## config.mk

```make
export PLATFORM = sky130hd
export DESIGN_NAME = pipeline_sequencer_flat
export DESIGN_NICKNAME = d
export VERILOG_FILES = /design/src/rtl/pipe_pkg.sv /design/src/rtl/pipeline_sequencer_if.sv /design/src/rtl/pipeline_sequencer_hazard_detect.sv /design/src/rtl/pipeline_sequencer.sv /design/src/flat_wrapper.sv
export SDC_FILE = /design/constraint.sdc
export NUM_CORES = 1
export LEC_CHECK = 0
export ABC_AREA = 1
export BUFFER_PORTS_ARGS = -buffer_cell sky130_fd_sc_hd__clkbuf_2
export CAP_MARGIN = 20
export CORE_ASPECT_RATIO = 1.2
export CORE_MARGIN = 4
export CORE_UTILIZATION = 47
export CTS_CLUSTER_DIAMETER = 40
export DETAILED_ROUTE_END_ITERATION = 6
export PLACE_DENSITY = 0.72
export SLEW_MARGIN = 25
export SYNTH_ARGS = -nofsm -noshare
export SYNTH_HDL_FRONTEND = slang
export SYNTH_SLANG_ARGS = --single-unit
```

## constraint.sdc

```tcl
create_clock -name Clock -period 2.5 [get_ports Clock]
set_clock_uncertainty 0.05 [all_clocks]
set_input_delay 0.5 -clock Clock [delete_from_list [all_inputs] [get_ports Clock]]
set_output_delay 0.5 -clock Clock [all_outputs]
set_load 0.01 [all_outputs]
```

## src/rtl/pipe_pkg.sv

```systemverilog
// Shared types and constants for the fetch/decode front-end sequencer.
//   seq_state_t : sequencer FSM state
//   PC_STEP     : fetch PC increment for one 32-bit instruction
//   X0          : architectural zero register index (never a real producer)
package pipe_pkg;

   typedef enum logic [1:0] {
      RUN,
      REDIRECT,
      LOAD_STALL,
      DMEM_WAIT
   } seq_state_t;

   localparam logic [31:0] PC_STEP = 32'd4;
   localparam logic [4:0]  X0      = 5'd0;

   // Sequential fetch address; wraps modulo 2^32.
   function automatic logic [31:0] next_pc(input logic [31:0] pc);
      return pc + PC_STEP;
   endfunction

endpackage

```

## src/rtl/pipeline_sequencer_if.sv

```systemverilog
// Bundle of all non-clock/reset signals between the front-end sequencer and
// the surrounding pipeline (memories, register-file decode, branching unit).
//   master : the sequencer (owns PCs, valid, hold/flush and counters)
//   slave  : the pipeline side driving memory handshakes and decode fields
interface pipeline_sequencer_if #(
   parameter int unsigned CNT_W = 16
);
   logic              imem_ready;
   logic              dmem_ready;
   logic              mem_op_DEC;
   logic              is_load_DEC;
   logic [4:0]        rd_DEC;
   logic [4:0]        rs1_IF;
   logic [4:0]        rs2_IF;
   logic              uses_rs1_IF;
   logic              uses_rs2_IF;
   logic              branch_taken;
   logic [31:0]       branch_target;
   logic [31:0]       PC_IF;
   logic [31:0]       PC_DEC;
   logic              valid_DEC;
   logic              hold_IF;
   logic              hold_DEC;
   logic              flush_DEC;
   logic [CNT_W-1:0]  stall_cnt;
   logic [CNT_W-1:0]  flush_cnt;

   modport master (
      input  imem_ready, dmem_ready, mem_op_DEC, is_load_DEC, rd_DEC,
             rs1_IF, rs2_IF, uses_rs1_IF, uses_rs2_IF, branch_taken, branch_target,
      output PC_IF, PC_DEC, valid_DEC, hold_IF, hold_DEC, flush_DEC, stall_cnt, flush_cnt
   );

   modport slave (
      output imem_ready, dmem_ready, mem_op_DEC, is_load_DEC, rd_DEC,
             rs1_IF, rs2_IF, uses_rs1_IF, uses_rs2_IF, branch_taken, branch_target,
      input  PC_IF, PC_DEC, valid_DEC, hold_IF, hold_DEC, flush_DEC, stall_cnt, flush_cnt
   );

endinterface

```

## src/rtl/pipeline_sequencer_hazard_detect.sv

```systemverilog
// hazard_detect: combinational load-use check between the load in DEC and
// the source operands of the instruction currently in IF.
//   valid_i                : DEC holds a real instruction
//   is_load_i, rd_i        : DEC is a load and its destination
//   rs1_i/rs2_i, uses_*_i  : IF source registers and whether they are read
//   load_use_o             : IF must wait one cycle for the load result
module hazard_detect
   import pipe_pkg::*;
(
   input  logic       valid_i,
   input  logic       is_load_i,
   input  logic [4:0] rd_i,
   input  logic [4:0] rs1_i,
   input  logic [4:0] rs2_i,
   input  logic       uses_rs1_i,
   input  logic       uses_rs2_i,
   output logic       load_use_o
);

   logic rs1_hit;
   logic rs2_hit;

   always_comb begin
      rs1_hit    = uses_rs1_i && (rs1_i == rd_i);
      rs2_hit    = uses_rs2_i && (rs2_i == rd_i);
      // x0 is never written, so a load targeting it cannot create a dependency.
      load_use_o = valid_i && is_load_i && (rd_i != X0) && (rs1_hit || rs2_hit);
   end

endmodule

```

## src/rtl/pipeline_sequencer.sv

```systemverilog
// pipeline_sequencer: front-end controller of the 2-stage fetch/decode pipe.
// Owns PC_IF, PC_DEC and valid_DEC, sequences branch redirects, load-use
// bubbles, instruction-memory waits and data-memory freezes, and drives the
// hold/flush controls of the IF/DEC pipeline registers.
//   Clock  : system clock, rising edge
//   nReset : asynchronous active-low reset
//   bus    : handshake/decode inputs in, PCs/valid/hold/flush/counters out
// Per-cycle priority: dmem freeze > taken branch > redirect bubbles >
// load-use bubble > imem wait > normal advance.
module pipeline_sequencer
   import pipe_pkg::*;
#(
   parameter logic [31:0] RESET_PC       = 32'h0000_0000,
   parameter int unsigned BRANCH_PENALTY = 1,
   parameter int unsigned CNT_W          = 16
) (
   input  logic                 Clock,
   input  logic                 nReset,
   pipeline_sequencer_if.master bus
);

   // Remaining redirect bubbles after the branch cycle itself (0..2).
   localparam logic [1:0] PENALTY_INIT = 2'(BRANCH_PENALTY - 1);

   seq_state_t       state_q,     state_d;
   logic [31:0]      pc_if_q,     pc_if_d;
   logic [31:0]      pc_dec_q,    pc_dec_d;
   logic             valid_dec_q, valid_dec_d;
   logic [1:0]       pen_cnt_q,   pen_cnt_d;
   logic [CNT_W-1:0] stall_cnt_q, stall_cnt_d;
   logic [CNT_W-1:0] flush_cnt_q, flush_cnt_d;

   logic dmem_wait;
   logic load_use;
   logic hold_if;
   logic hold_dec;
   logic flush_dec;
   logic redirect_taken;

   hazard_detect u_hazard_detect (
      .valid_i    (valid_dec_q),
      .is_load_i  (bus.is_load_DEC),
      .rd_i       (bus.rd_DEC),
      .rs1_i      (bus.rs1_IF),
      .rs2_i      (bus.rs2_IF),
      .uses_rs1_i (bus.uses_rs1_IF),
      .uses_rs2_i (bus.uses_rs2_IF),
      .load_use_o (load_use)
   );

   assign dmem_wait = valid_dec_q && bus.mem_op_DEC && !bus.dmem_ready;

   // Next-state and pipeline-control decode.
   always_comb begin
      state_d        = state_q;
      pc_if_d        = pc_if_q;
      pc_dec_d       = pc_dec_q;
      valid_dec_d    = valid_dec_q;
      pen_cnt_d      = pen_cnt_q;
      hold_if        = 1'b0;
      hold_dec       = 1'b0;
      flush_dec      = 1'b0;
      redirect_taken = 1'b0;

      if (dmem_wait) begin
         // Freeze: nothing moves until the data access completes.
         hold_if  = 1'b1;
         hold_dec = 1'b1;
         state_d  = DMEM_WAIT;
      end else if (valid_dec_q && bus.branch_taken) begin
         pc_if_d        = bus.branch_target;
         valid_dec_d    = 1'b0;
         flush_dec      = 1'b1;
         redirect_taken = 1'b1;
         pen_cnt_d      = PENALTY_INIT;
         state_d        = (PENALTY_INIT != 2'd0) ? REDIRECT : RUN;
      end else if (state_q == REDIRECT) begin
         flush_dec   = 1'b1;
         valid_dec_d = 1'b0;
         if (bus.imem_ready) begin
            pc_if_d = next_pc(pc_if_q);
         end
         pen_cnt_d = pen_cnt_q - 2'd1;
         state_d   = (pen_cnt_q == 2'd1) ? RUN : REDIRECT;
      end else if (load_use) begin
         hold_if     = 1'b1;
         flush_dec   = 1'b1;
         valid_dec_d = 1'b0;
         state_d     = LOAD_STALL;
      end else if (!bus.imem_ready) begin
         hold_if     = 1'b1;
         flush_dec   = 1'b1;
         valid_dec_d = 1'b0;
         state_d     = RUN;
      end else begin
         pc_dec_d    = pc_if_q;
         pc_if_d     = next_pc(pc_if_q);
         valid_dec_d = 1'b1;
         state_d     = RUN;
      end
   end

   // Saturating bring-up statistics.
   always_comb begin
      stall_cnt_d = stall_cnt_q;
      flush_cnt_d = flush_cnt_q;
      if (hold_if && (stall_cnt_q != '1)) begin
         stall_cnt_d = stall_cnt_q + CNT_W'(1);
      end
      if (redirect_taken && (flush_cnt_q != '1)) begin
         flush_cnt_d = flush_cnt_q + CNT_W'(1);
      end
   end

   always_ff @(posedge Clock or negedge nReset) begin
      if (!nReset) begin
         state_q     <= RUN;
         pc_if_q     <= RESET_PC;
         pc_dec_q    <= 32'h0000_0000;
         valid_dec_q <= 1'b0;
         pen_cnt_q   <= 2'd0;
         stall_cnt_q <= '0;
         flush_cnt_q <= '0;
      end else begin
         state_q     <= state_d;
         pc_if_q     <= pc_if_d;
         pc_dec_q    <= pc_dec_d;
         valid_dec_q <= valid_dec_d;
         pen_cnt_q   <= pen_cnt_d;
         stall_cnt_q <= stall_cnt_d;
         flush_cnt_q <= flush_cnt_d;
      end
   end

   assign bus.PC_IF     = pc_if_q;
   assign bus.PC_DEC    = pc_dec_q;
   assign bus.valid_DEC = valid_dec_q;
   assign bus.hold_IF   = hold_if;
   assign bus.hold_DEC  = hold_dec;
   assign bus.flush_DEC = flush_dec;
   assign bus.stall_cnt = stall_cnt_q;
   assign bus.flush_cnt = flush_cnt_q;

endmodule

```

## src/flat_wrapper.sv

```systemverilog
// flat-port wrapper written by rule: the top's interface ports become plain ports
module pipeline_sequencer_flat import pipe_pkg::*;
#(
   parameter logic [31:0] RESET_PC       = 32'h0000_0000,
   parameter int unsigned BRANCH_PENALTY = 1,
   parameter int unsigned CNT_W          = 16
)
  (Clock, nReset, bus_imem_ready, bus_dmem_ready, bus_mem_op_DEC, bus_is_load_DEC, bus_rd_DEC, bus_rs1_IF, bus_rs2_IF, bus_uses_rs1_IF, bus_uses_rs2_IF, bus_branch_taken, bus_branch_target, bus_PC_IF, bus_PC_DEC, bus_valid_DEC, bus_hold_IF, bus_hold_DEC, bus_flush_DEC, bus_stall_cnt, bus_flush_cnt);
  pipeline_sequencer_if #(.CNT_W(CNT_W)) bus_i ();
  input  logic Clock;
  input  logic nReset;
  input wire logic [$bits(bus_i.imem_ready)-1:0] bus_imem_ready;
  input wire logic [$bits(bus_i.dmem_ready)-1:0] bus_dmem_ready;
  input wire logic [$bits(bus_i.mem_op_DEC)-1:0] bus_mem_op_DEC;
  input wire logic [$bits(bus_i.is_load_DEC)-1:0] bus_is_load_DEC;
  input wire logic [$bits(bus_i.rd_DEC)-1:0] bus_rd_DEC;
  input wire logic [$bits(bus_i.rs1_IF)-1:0] bus_rs1_IF;
  input wire logic [$bits(bus_i.rs2_IF)-1:0] bus_rs2_IF;
  input wire logic [$bits(bus_i.uses_rs1_IF)-1:0] bus_uses_rs1_IF;
  input wire logic [$bits(bus_i.uses_rs2_IF)-1:0] bus_uses_rs2_IF;
  input wire logic [$bits(bus_i.branch_taken)-1:0] bus_branch_taken;
  input wire logic [$bits(bus_i.branch_target)-1:0] bus_branch_target;
  output wire logic [$bits(bus_i.PC_IF)-1:0] bus_PC_IF;
  output wire logic [$bits(bus_i.PC_DEC)-1:0] bus_PC_DEC;
  output wire logic [$bits(bus_i.valid_DEC)-1:0] bus_valid_DEC;
  output wire logic [$bits(bus_i.hold_IF)-1:0] bus_hold_IF;
  output wire logic [$bits(bus_i.hold_DEC)-1:0] bus_hold_DEC;
  output wire logic [$bits(bus_i.flush_DEC)-1:0] bus_flush_DEC;
  output wire logic [$bits(bus_i.stall_cnt)-1:0] bus_stall_cnt;
  output wire logic [$bits(bus_i.flush_cnt)-1:0] bus_flush_cnt;
  assign bus_i.imem_ready = bus_imem_ready;
  assign bus_i.dmem_ready = bus_dmem_ready;
  assign bus_i.mem_op_DEC = bus_mem_op_DEC;
  assign bus_i.is_load_DEC = bus_is_load_DEC;
  assign bus_i.rd_DEC = bus_rd_DEC;
  assign bus_i.rs1_IF = bus_rs1_IF;
  assign bus_i.rs2_IF = bus_rs2_IF;
  assign bus_i.uses_rs1_IF = bus_uses_rs1_IF;
  assign bus_i.uses_rs2_IF = bus_uses_rs2_IF;
  assign bus_i.branch_taken = bus_branch_taken;
  assign bus_i.branch_target = bus_branch_target;
  assign bus_PC_IF = bus_i.PC_IF;
  assign bus_PC_DEC = bus_i.PC_DEC;
  assign bus_valid_DEC = bus_i.valid_DEC;
  assign bus_hold_IF = bus_i.hold_IF;
  assign bus_hold_DEC = bus_i.hold_DEC;
  assign bus_flush_DEC = bus_i.flush_DEC;
  assign bus_stall_cnt = bus_i.stall_cnt;
  assign bus_flush_cnt = bus_i.flush_cnt;
  pipeline_sequencer #(.RESET_PC(RESET_PC), .BRANCH_PENALTY(BRANCH_PENALTY), .CNT_W(CNT_W)) u_core (.Clock(Clock), .nReset(nReset), .bus(bus_i));
endmodule
```

After elaboration in Yosys (flattened, before gate mapping) --
Index checks and enable logic that the tools add are counted.
Storage, ports and cells: register bits after elaboration 101, input bits 56, output and inout port bits 100, word-level logic and storage cells 65
Cells by class: add/subtract/negate cells 4, eq/ne operators 7, multiplexer cells 26, bitwise operators 4, reduce and logical (&&, ||, !) cells 17
Operator list (count):
- two-way mux 32 bit | 4
- adder 16 x 1 -> 16 bit, second input constant | 2
- adder 32 x 3 -> 32 bit, second input constant | 1
- inequality test 16 bit, second input constant | 2
- two-way mux 1 bit | 16
- two-way mux 2 bit | 6
- == test 5 bit | 2
- logical AND 1 bit | 10
- AND reduction 5 bit | 1
- nonzero test 5 bit | 1
- == test 2 x 1 -> 1 bit, second input constant | 2
- NOT 1 bit | 4
- AND reduction 2 bit | 2
- inequality test 3 bit, second input constant | 1
- nonzero test 2 bit | 1
- subtractor 2 x 1 -> 2 bit, second input constant | 1
- logical NOT 1 bit | 1
- logical OR 1 bit | 1

Longest topological paths before layout --
Gate-level depths: netlist (run 1).
word-level depth 9, depth in mapped cells 13

Hierarchy --
A second synthesis (run 1) with hierarchy kept.
Second synthesis, totals: cells, all modules 845, area, all modules 5904.4 um2
By module, submodules not included:
- pipeline_sequencer | instances 1, cells an instance 790, area an instance 5686.7 um2, seq. area each 2527.4 um2
- hazard_detect | instances 1, cells an instance 55, area an instance 217.7 um2, seq. area each 0.0 um2

Worst setup path after synthesis (run 1) --
Ideal clock, no wire load.
path type in2out, start input bus_mem_op_DEC, end output bus_hold_IF, arrival 1533 ps, required time 1950 ps, slack 417 ps, stages on the path 8, buffers on the path 2, path through nand2_1 -> nor2_1 -> inv_2 -> nand2_1 -> buf_2 -> buf_2 -> nand2_1 -> inv_1
Between the ends: word-level cells in the longest chain between the ends 3
RTL lines:
- from (decl) | line flat_wrapper.sv:14 | input wire logic [$bits(bus_i.mem_op_DEC)-1:0] bus_mem_op_DEC;
- logical AND 1 bit (2 in a row) | line pipeline_sequencer.sv:51 | assign dmem_wait = valid_dec_q && bus.mem_op_DEC && !bus.dmem_ready;
- two-way mux 1 bit | line pipeline_sequencer.sv:65 | if (dmem_wait) begin
- to (decl) | line flat_wrapper.sv:26 | output wire logic [$bits(bus_i.hold_IF)-1:0] bus_hold_IF;
No other way between the ends.

Final worst setup path (run 1) --
start register u_core.valid_dec_q, in the netlist u_core.bus.valid_DEC, end output bus_hold_IF
Between the ends: word-level cells in the longest chain between the ends 7
RTL lines:
- from (decl) | line pipeline_sequencer.sv:28 | logic valid_dec_q, valid_dec_d;
- from (signal assigned) | line pipeline_sequencer.sv:128 | valid_dec_q <= valid_dec_d;
- logical AND 1 bit (3 in a row) | line pipeline_sequencer_hazard_detect.sv:27 | load_use_o = valid_i && is_load_i && (rd_i != X0) && (rs1_hit || rs2_hit);
- two-way mux 1 bit | line pipeline_sequencer.sv:85 | end else if (load_use) begin
- two-way mux 1 bit | line pipeline_sequencer.sv:77 | end else if (state_q == REDIRECT) begin
- two-way mux 1 bit | line pipeline_sequencer.sv:70 | end else if (valid_dec_q && bus.branch_taken) begin
- two-way mux 1 bit (*) | line pipeline_sequencer.sv:65
Every way passes the cells marked *; elsewhere a longest branch is shown, timed or not.

==> results by group, run 1 <==
Setup path
  – Cell seen most often among critical-path stages: nand2_1
  – Setup CP Type: reg -> out
  – Kind of cell adding the most delay to the critical path: simple AND/OR/NAND/NOR gates
  – Cell chain of the critical path: nand2_1, nor2_1, inv_2, nand2_1, nand2_1, inv_1, clkbuf_2
  – Critical path data required time: 1.95 ns
  – Endpoint kind of the worst setup timing path: output port
  – Max stage delay cell, worst path: dfrtp_1
  – Startpoint class of the critical path: flop
  – Depth of the worst register-to-register path: 9
  – Worst Path Arrival: about 1.5 ns
  – Capture point of the worst reg-to-reg path: u_core.bus.stall_cnt[10]
  – Worst path buffer plus inverter count: 3
  – Worst Path Max Fanout: 6
  – Flop2flop setup slack: 0.52 ns
  – Largest stage delay on the critical path: roughly 0.4 ns
  – RR Startpoint: u_core.bus.stall_cnt[0]

Floorplan
  – Core Box Area: 12170 µm²
  – Floorplan die height: 130.6 µm
  – Area of the die: 14380 µm²
  – Placement Rows: between 40 and 50
  – Initial cell density of the core: 48.36%
  – I/O pins: about 160
  – X dimension of the die: around 110 µm

Power
  – Proportion of power drawn by combinational gates: 37.0%
  – Clock group share of total power: 21.3%
  – Internal power: 3.993 mW
  – Switching portion of total power: 41.13%
  – Net Sw Power: between 2 and 3 mW
  – Worst supply voltage drop on vdd: 0.0005769 V
  – Share of power burned in registers: 41.7%
  – Power density over the cells: 947.9 nW/µm²
  – Leak Pwr: 3.985 nW

STA
  – Final number of setup-violating endpoints: 0
  – Fmax achieved: about 480 MHz
  – Time the final worst path needs with I/O delays and setup: 2.063 ns
  – Measured slew at the worst slew-check pin: 0.4656 ns
  – Accumulated negative setup slack: 0 ns
  – Slew Limit Fails: 0
  – Worst setup margin: 0.4365 ns
  – RSZ-0062 raised after global routing: no
  – Final hold violations: 0
  – Final worst-path cycle share: 82.54%
  – Relative slew slack: 68.91%
  – Post-route worst hold slack: 0.04888 ns

Global route
  – Global-route wire length before repair: 27290 µm
  – Initial antenna violation count: 0
  – Number of global-route vias before repair: 5597
  – Maximum number of pins on one net before global-route repair: 35
  – Residual overflow from global routing: 0
  – Combined global-route utilization of all metal layers: 23.99%

Layout
  – Antenna diode instance count: 0
  – Most frequent standard cell in the layout excluding fill and tap cells: nand2_1
  – Share of layout cells above drive strength 1: 20.68%
  – Layout Cell Area excl Fill: 7156 µm²
  – Synthesis-to-finish area growth: 21.60%
  – Commonest non-fill, non-tap cells in the layout: 402 x nand2_1, 154 x clkbuf_2, 101 x dfrtp_1
  – Final core area utilization: 58.81%
  – Total number of nets in the final design: 1062

Drt
  – DR WL/cell: about 14 µm
  – Iter 0 DRT Violations: 347
  – Vias after detailed routing: 5892
  – Vias per cell: 5.049
  – Final routed wirelength across all metal layers: 16780 µm
  – Post-DRT Antenna Nets: 0
  – Detailed-route DRC error count: 0
  – First-pass iteration count of the detailed router: 5

Placement
  – Post-detailed-placement cell area: ~6900 µm²
  – Worst setup slack before clock tree synthesis: 0.3809 ns
  – Final weighted congestion of routability-driven global placement: 0.9680
  – HPWL reported at the end of detailed placement: roughly 13000 µm
  – Number of buffer cells added on primary ports: 155

Logic synthesis
  – Share of the yosys chip area belonging to registers: 42.95%
  – Average cell area after synthesis: 6.939 µm²
  – Number of distinct library cells after synthesis: 34
  – Number of instances in the synthesized netlist: 848
  – Synthesis-stage register bit count: 101
  – Post-Syn Nets: just over 900
  – Synthesis Warnings: 0
  – Cell area after synthesis: slightly below 6000 µm²

CTS
  – Cell at the root of the clock tree: clkbuf_16
  – CTS tree: done
  – Post-cts gate resize count: 0
  – Number of buffers created by CTS: 9
  – Maximum count of clock buffers along a single path: 2
  – H-tree levels: 3
  – Post-cts hold buffer count: 0
  – Setup Fix Bufs, Post-CTS: 0
  – Clock tree sinks: between 100 and 150
  – Clock-pin slew on the worst setup and hold paths: 0.06 ns
  – Source-to-sink clock delay at the later pin of the worst-skew pair: 0.35 ns

Flow run
  – MaxCap Viol Count: 0

Min path
  – Type of the worst min-delay path: in -> async

Run status
  – Run status: finished clean
==> kinds of logic after synthesis <==
logic type / after synthesis / synth area share [%]
AO/OA/AOI/OAI: 24 / 2.254
multiplexers: 2 / 0.3827
adder cells (fa/ha/maj): 4 / 0.8506
XOR/XNOR: 33 / 4.912
flip-flops: 101 / 42.95
buffers and inverters: 84 / 5.932
AND/OR/NAND/NOR: 600 / 42.72
==> cells in the mapped netlist <==
cell,number,share of area (%)
or2_2,4,0.43
nand3_2,2,0.34
nor2_1,78,5.0
nand3_1,70,6.0
xor2_1,18,2.7
inv_2,8,0.51
or2_1,1,0.11
buf_8,1,0.26
o21ai_0,9,0.77
a21o_1,1,0.13
o21ai_1,9,0.77
nor3_4,1,0.28
clkbuf_1,7,0.45
xnor2_1,15,2.2
a31oi_1,2,0.21
clkinv_1,2,0.13
nor2_4,1,0.19
buf_1,1,0.064
nor3_1,9,0.77
nand2_1,402,26
nand4_1,17,1.8
ha_1,4,0.85
inv_1,47,3.0
nor2_2,2,0.21
mux2_2,2,0.38
nand3b_1,8,1.0
nand3_4,1,0.30
nand4_4,1,0.36
nand2_2,2,0.21
nor3b_1,1,0.13
o31ai_1,2,0.26
buf_2,18,1.5
o21a_1,1,0.13
dfrtp_1,101,43
==> worst max-delay path by stage <==
stage                                     from                    end  slack [ns]  cells past startpoint
after floorplan                 bus_mem_op_DEC            bus_hold_IF        0.42                      8
after global placement           bus_rd_DEC[4]  u_core.bus.PC_DEC[14]        0.41                     13
after detailed placement         bus_rd_DEC[3]   u_core.bus.PC_DEC[1]        0.38                     13
after CTS                 u_core.bus.valid_DEC            bus_hold_IF        0.40                      7
after global routing      u_core.bus.valid_DEC            bus_hold_IF        0.22                      7
final                     u_core.bus.valid_DEC            bus_hold_IF        0.44                      7
==> power groups by stage <==
stage                     combinational [mW]  clock [mW]  sequential, mW
after global placement                  2.50           0            2.84
after CTS                               2.56        1.46            2.82
after global routing                    2.87        1.52            2.92
after detailed placement                2.55           0            2.85
after floorplan                         1.31           0            2.93
final                                   2.51        1.44            2.83
==> routing by layer <==
layer  wire length, µm  part of all wire, %  up-vias  track usage [%]
li1                  -                    -     2969                -
met1              6831                   41     2712            30.01
met2              8747                   52      180            42.68
met3               832                  5.0       31            3.194
met4               370                  2.2        0            7.826
met5                 0                    0        -                0
==> sequential cells by signal, indices dropped and copies added (netlist names) <==
register and cells:
u_core.bus.PC_DEC 32, u_core.bus.PC_IF 32, u_core.bus.flush_cnt 16, u_core.bus.stall_cnt 16, u_core.pen_cnt_q 2, u_core.state_q 2, u_core.bus.valid_DEC 1
==> area by class of cell <==
cell class / instances / area (µm²)
Sequential cell: 101 / 2527
Clock buffer: 12 / 256.5
Inverter: 57 / 214.0
Multi-Input combinational cell: 663 / 3008
Timing Repair Buffer: 170 / 903.4
Clock inverter: 3 / 45.04
Fill cell: 1189 / 5011
Tap cell: 161 / 201.4
==> metrics by stage <==
step                instances  power, mW
global route             1167      7.308
global placement         1152      5.340
CTS                      1167      6.840
detailed placement       1152      5.393
floorplan                 848      4.245
finish                   1167      6.783
==> worst register-to-register path: cells and delay by family, from the launching register on <==
family / cells / cell delay, ns
fa+ha+maj: 1 / 0.23
flops: 1 / 0.44
simple gates: 8 / 1.22
Power figures use the tool's default switching activity.
==> run 2: changes to the inputs <==
- PLACE_DENSITY: 0.72 -> 0.75
- clock period: 2.5 -> 1.75 ns (I/O delays scaled with it)
==> run 2 against run 1 <==
Net effect:
- the run now ends with setup timing left
- via count is 6.9% higher
- clock power increased by 32%
- setup slack worse by 0.49 ns
- utilization rose by 6.4 points
- power up 52%
- critical path depth is the same
- non-clock buffer count increased by 80
- sequential cell count unchanged
- critical endpoint is now bus_flush_DEC
- largest power group is now combinational logic
- highest routed layer unchanged
==> results by group, run 2 (synthesis gave the netlist of run 1 again) <==
Setup path
  – Kind of cell adding the most delay to the critical path: flip-flops
  – Endpoint kind of the worst setup timing path: output port
  – Startpoint class of the critical path: flop
  – Cell chain of the critical path: nand2_2, nor2_4, inv_4, nand3_2, nand2_2, inv_1, clkbuf_2
  – Worst Path Max Fanout: 6 (unchanged)
  – Cell seen most often among critical-path stages: nand2_2
  – Worst Path Arrival: 1.40 ns (-0.11 ns)
  – Max stage delay cell, worst path: dfrtp_2
  – Setup CP Type: reg -> out
  – Critical path data required time: 1.35 ns (-0.60 ns)
  – Worst path buffer plus inverter count: 3 (unchanged)
  – Largest stage delay on the critical path: 0.43 ns (+0.03 ns)

CTS
  – CTS tree: done
  – Maximum count of clock buffers along a single path: 2 (unchanged)
  – Source-to-sink clock delay at the later pin of the worst-skew pair: 0.34 ns (about the same)
  – Number of buffers created by CTS: 9 (unchanged)
  – Cell at the root of the clock tree: clkbuf_16
  – H-tree levels: 3 (unchanged)
  – Post-cts hold buffer count: 0 (unchanged)
  – Clock tree sinks: 101 (unchanged)
  – Clock-pin slew on the worst setup and hold paths: 0.07 ns (about the same)

Global route
  – Number of global-route vias before repair: 5963 (+6.5%)
  – Most used routing layer in global routing: met2
  – Met1 layer usage reported by global route: 30.01% (about the same)
  – Combined global-route utilization of all metal layers: 24.49% (+0.49 points)
  – Met3 Track Usage GR: 3.538% (+0.34 points)
  – Met2 Usage GRT: 44.36% (+1.7 points)
  – Maximum number of pins on one net before global-route repair: 102 (+190%)
  – Residual overflow from global routing: 0 (unchanged)
  – Global-route wire length before repair: 28060 µm (+2.8%)
  – Initial antenna violation count: 0 (unchanged)

Drt
  – Vias after detailed routing: 6301 (+6.9%)
  – Final routed wirelength across all metal layers: 17420 µm (+3.8%)
  – Iter 0 DRT Violations: 470 (+35%)
  – DR WL/cell: 13.97 µm (-2.8%)
  – Post-DRT Antenna Nets: 0 (unchanged)
  – Detailed-route DRC error count: 0 (unchanged)
  – Vias per cell: 5.053 (about the same)
  – First-pass iteration count of the detailed router: 5 (unchanged)

Floorplan
  – I/O pins: 156 (unchanged)
  – Core Box Area: 12170 µm² (unchanged)
  – Initial cell density of the core: 48.36% (unchanged)
  – X dimension of the die: 110.1 µm (unchanged)
  – Placement Rows: 44 (unchanged)
  – Floorplan die height: 130.6 µm (unchanged)
  – Area of the die: 14380 µm² (unchanged)

Layout
  – Final core area utilization: 65.22% (+6.4 points)
  – Fillers: 1113 (-6.4%)
  – Total number of nets in the final design: 1142 (+7.5%)
  – Share of layout cells above drive strength 1: 30.29% (+9.6 points)
  – Commonest non-fill, non-tap cells in the layout: 388 x nand2_1, 154 x clkbuf_2, 100 x dfrtp_1
  – Most frequent standard cell in the layout excluding fill and tap cells: nand2_1
  – Synthesis-to-finish area growth: 34.85%
  – Antenna diode instance count: 0 (unchanged)

Power
  – Worst supply voltage drop on vdd: 0.0006390 V (+11%)
  – Leak Pwr: 4.401 nW (+10%)
  – Power density over the cells: 1297 nW/µm² (+37%)

STA
  – Final worst-path cycle share: 103.1%
  – Measured slew at the worst slew-check pin: 0.5547 ns (+0.08909 ns)
  – Final number of setup-violating endpoints: 2 (+2)
  – Time the final worst path needs with I/O delays and setup: ~1.8 ns
  – RSZ-0062 raised after global routing: yes
  – Fmax achieved: roughly 550 MHz
  – Relative slew slack: 63.02% (-5.9 points)
  – Worst setup margin: -0.05386 ns (-0.4904 ns)
  – Post-route worst hold slack: 0.003526 ns (-0.04536 ns)
  – Slew Limit Fails: 0 (unchanged)
  – Final hold violations: 0 (unchanged)

Flow run
  – MaxCap Viol Count: 0 (unchanged)

Min path
  – Type of the worst min-delay path: in -> async

Placement
  – Number of buffer cells added on primary ports: 155 (unchanged)
  – Final weighted congestion of routability-driven global placement: 1.026 (+6.0%)
  – HPWL reported at the end of detailed placement: 13050 µm (+3.0%)

Run status
  – Run status: finished, violations left
  – Failing checks: setup timing
==> run 2: per-stage QoR <==
stage	total power, mW	area, µm²	worst slack (ns)	setup TNS [ns]	cells
2_1_floorplan	6.066	5892	0.01027	0	848
3_3_place_gp	8.106	7410	-0.007354	-0.007354	1220
3_5_place_dp	8.231	7410	-0.02210	-0.09727	1220
4_1_cts	10.21	7760	-0.09081	-0.1723	1239
5_1_grt	11.05	7935	-0.1223	-0.3075	1247
6_report	10.29	7935	-0.05386	-0.1006	1247
==> run 2: report_power, final <==
part | leakage [nW] | switching (mW) | internal, mW | total (mW)
Combinational | 2.96 | 2.63 | 2.00 | 4.63
Sequential | 1.32 | 0.671 | 3.10 | 3.77
Clock | 0.125 | 0.925 | 0.970 | 1.90
==> run 2: worst register-to-register path, delay by kind of cell (launching register included) <==
kind | cells | cell delay (ns)
fa+ha+maj | 1 | 0.20
buf+inv | 2 | 0.20
flops | 1 | 0.40
simple gates | 8 | 0.73
==> run 2: final cells by class <==
cell class	instances	area, µm²	area share (%)
clock buffers	9	225.2	2.838
clock inverters	6	48.80	0.6149
repair buffers	250	1549	19.52
flip-flops and latches	101	2529	31.87
inverters	57	216.5	2.728
well taps	161	201.4	2.539
multi-input cells	663	3166	39.89
==> run 2: what timing repair did <==
| action | in CTS | in global routing |
|---|---|---|
| pin swaps | 7 | 8 |
| resized for setup | 14 | 38 |
| endpoints found under the setup margin | 6 | 44 |
| buffers inserted | 4 | 8 |
| hold endpoints to repair | 0 | 0 |
==> run 2: routing by layer <==
layer | up-vias | share of wire (%)
met5 | - | 0
met4 | 0 | 2.1
met3 | 32 | 5.4
met2 | 200 | 52
met1 | 2944 | 41
li1 | 3125 | -
==> run 2: path summary, 6_finish.rpt <==
check	slack, ns	to	startpoint	cells past startpoint
setup / recovery	-0.05	bus_flush_DEC	u_core.bus.valid_DEC	7
hold / removal	0.004	u_core.bus.flush_cnt[2]	nReset	2
setup reg to reg	0.07	u_core.bus.PC_IF[14]	u_core.bus.PC_IF[2]	11
hold reg to reg	0.44	u_core.bus.PC_DEC[28]	u_core.bus.PC_DEC[28]	2
max in group asynchronous	1.22	u_core.bus.PC_DEC[17]	nReset	2
min in group Clock	0.19	u_core.bus.PC_IF[1]	bus_branch_target[1]	2
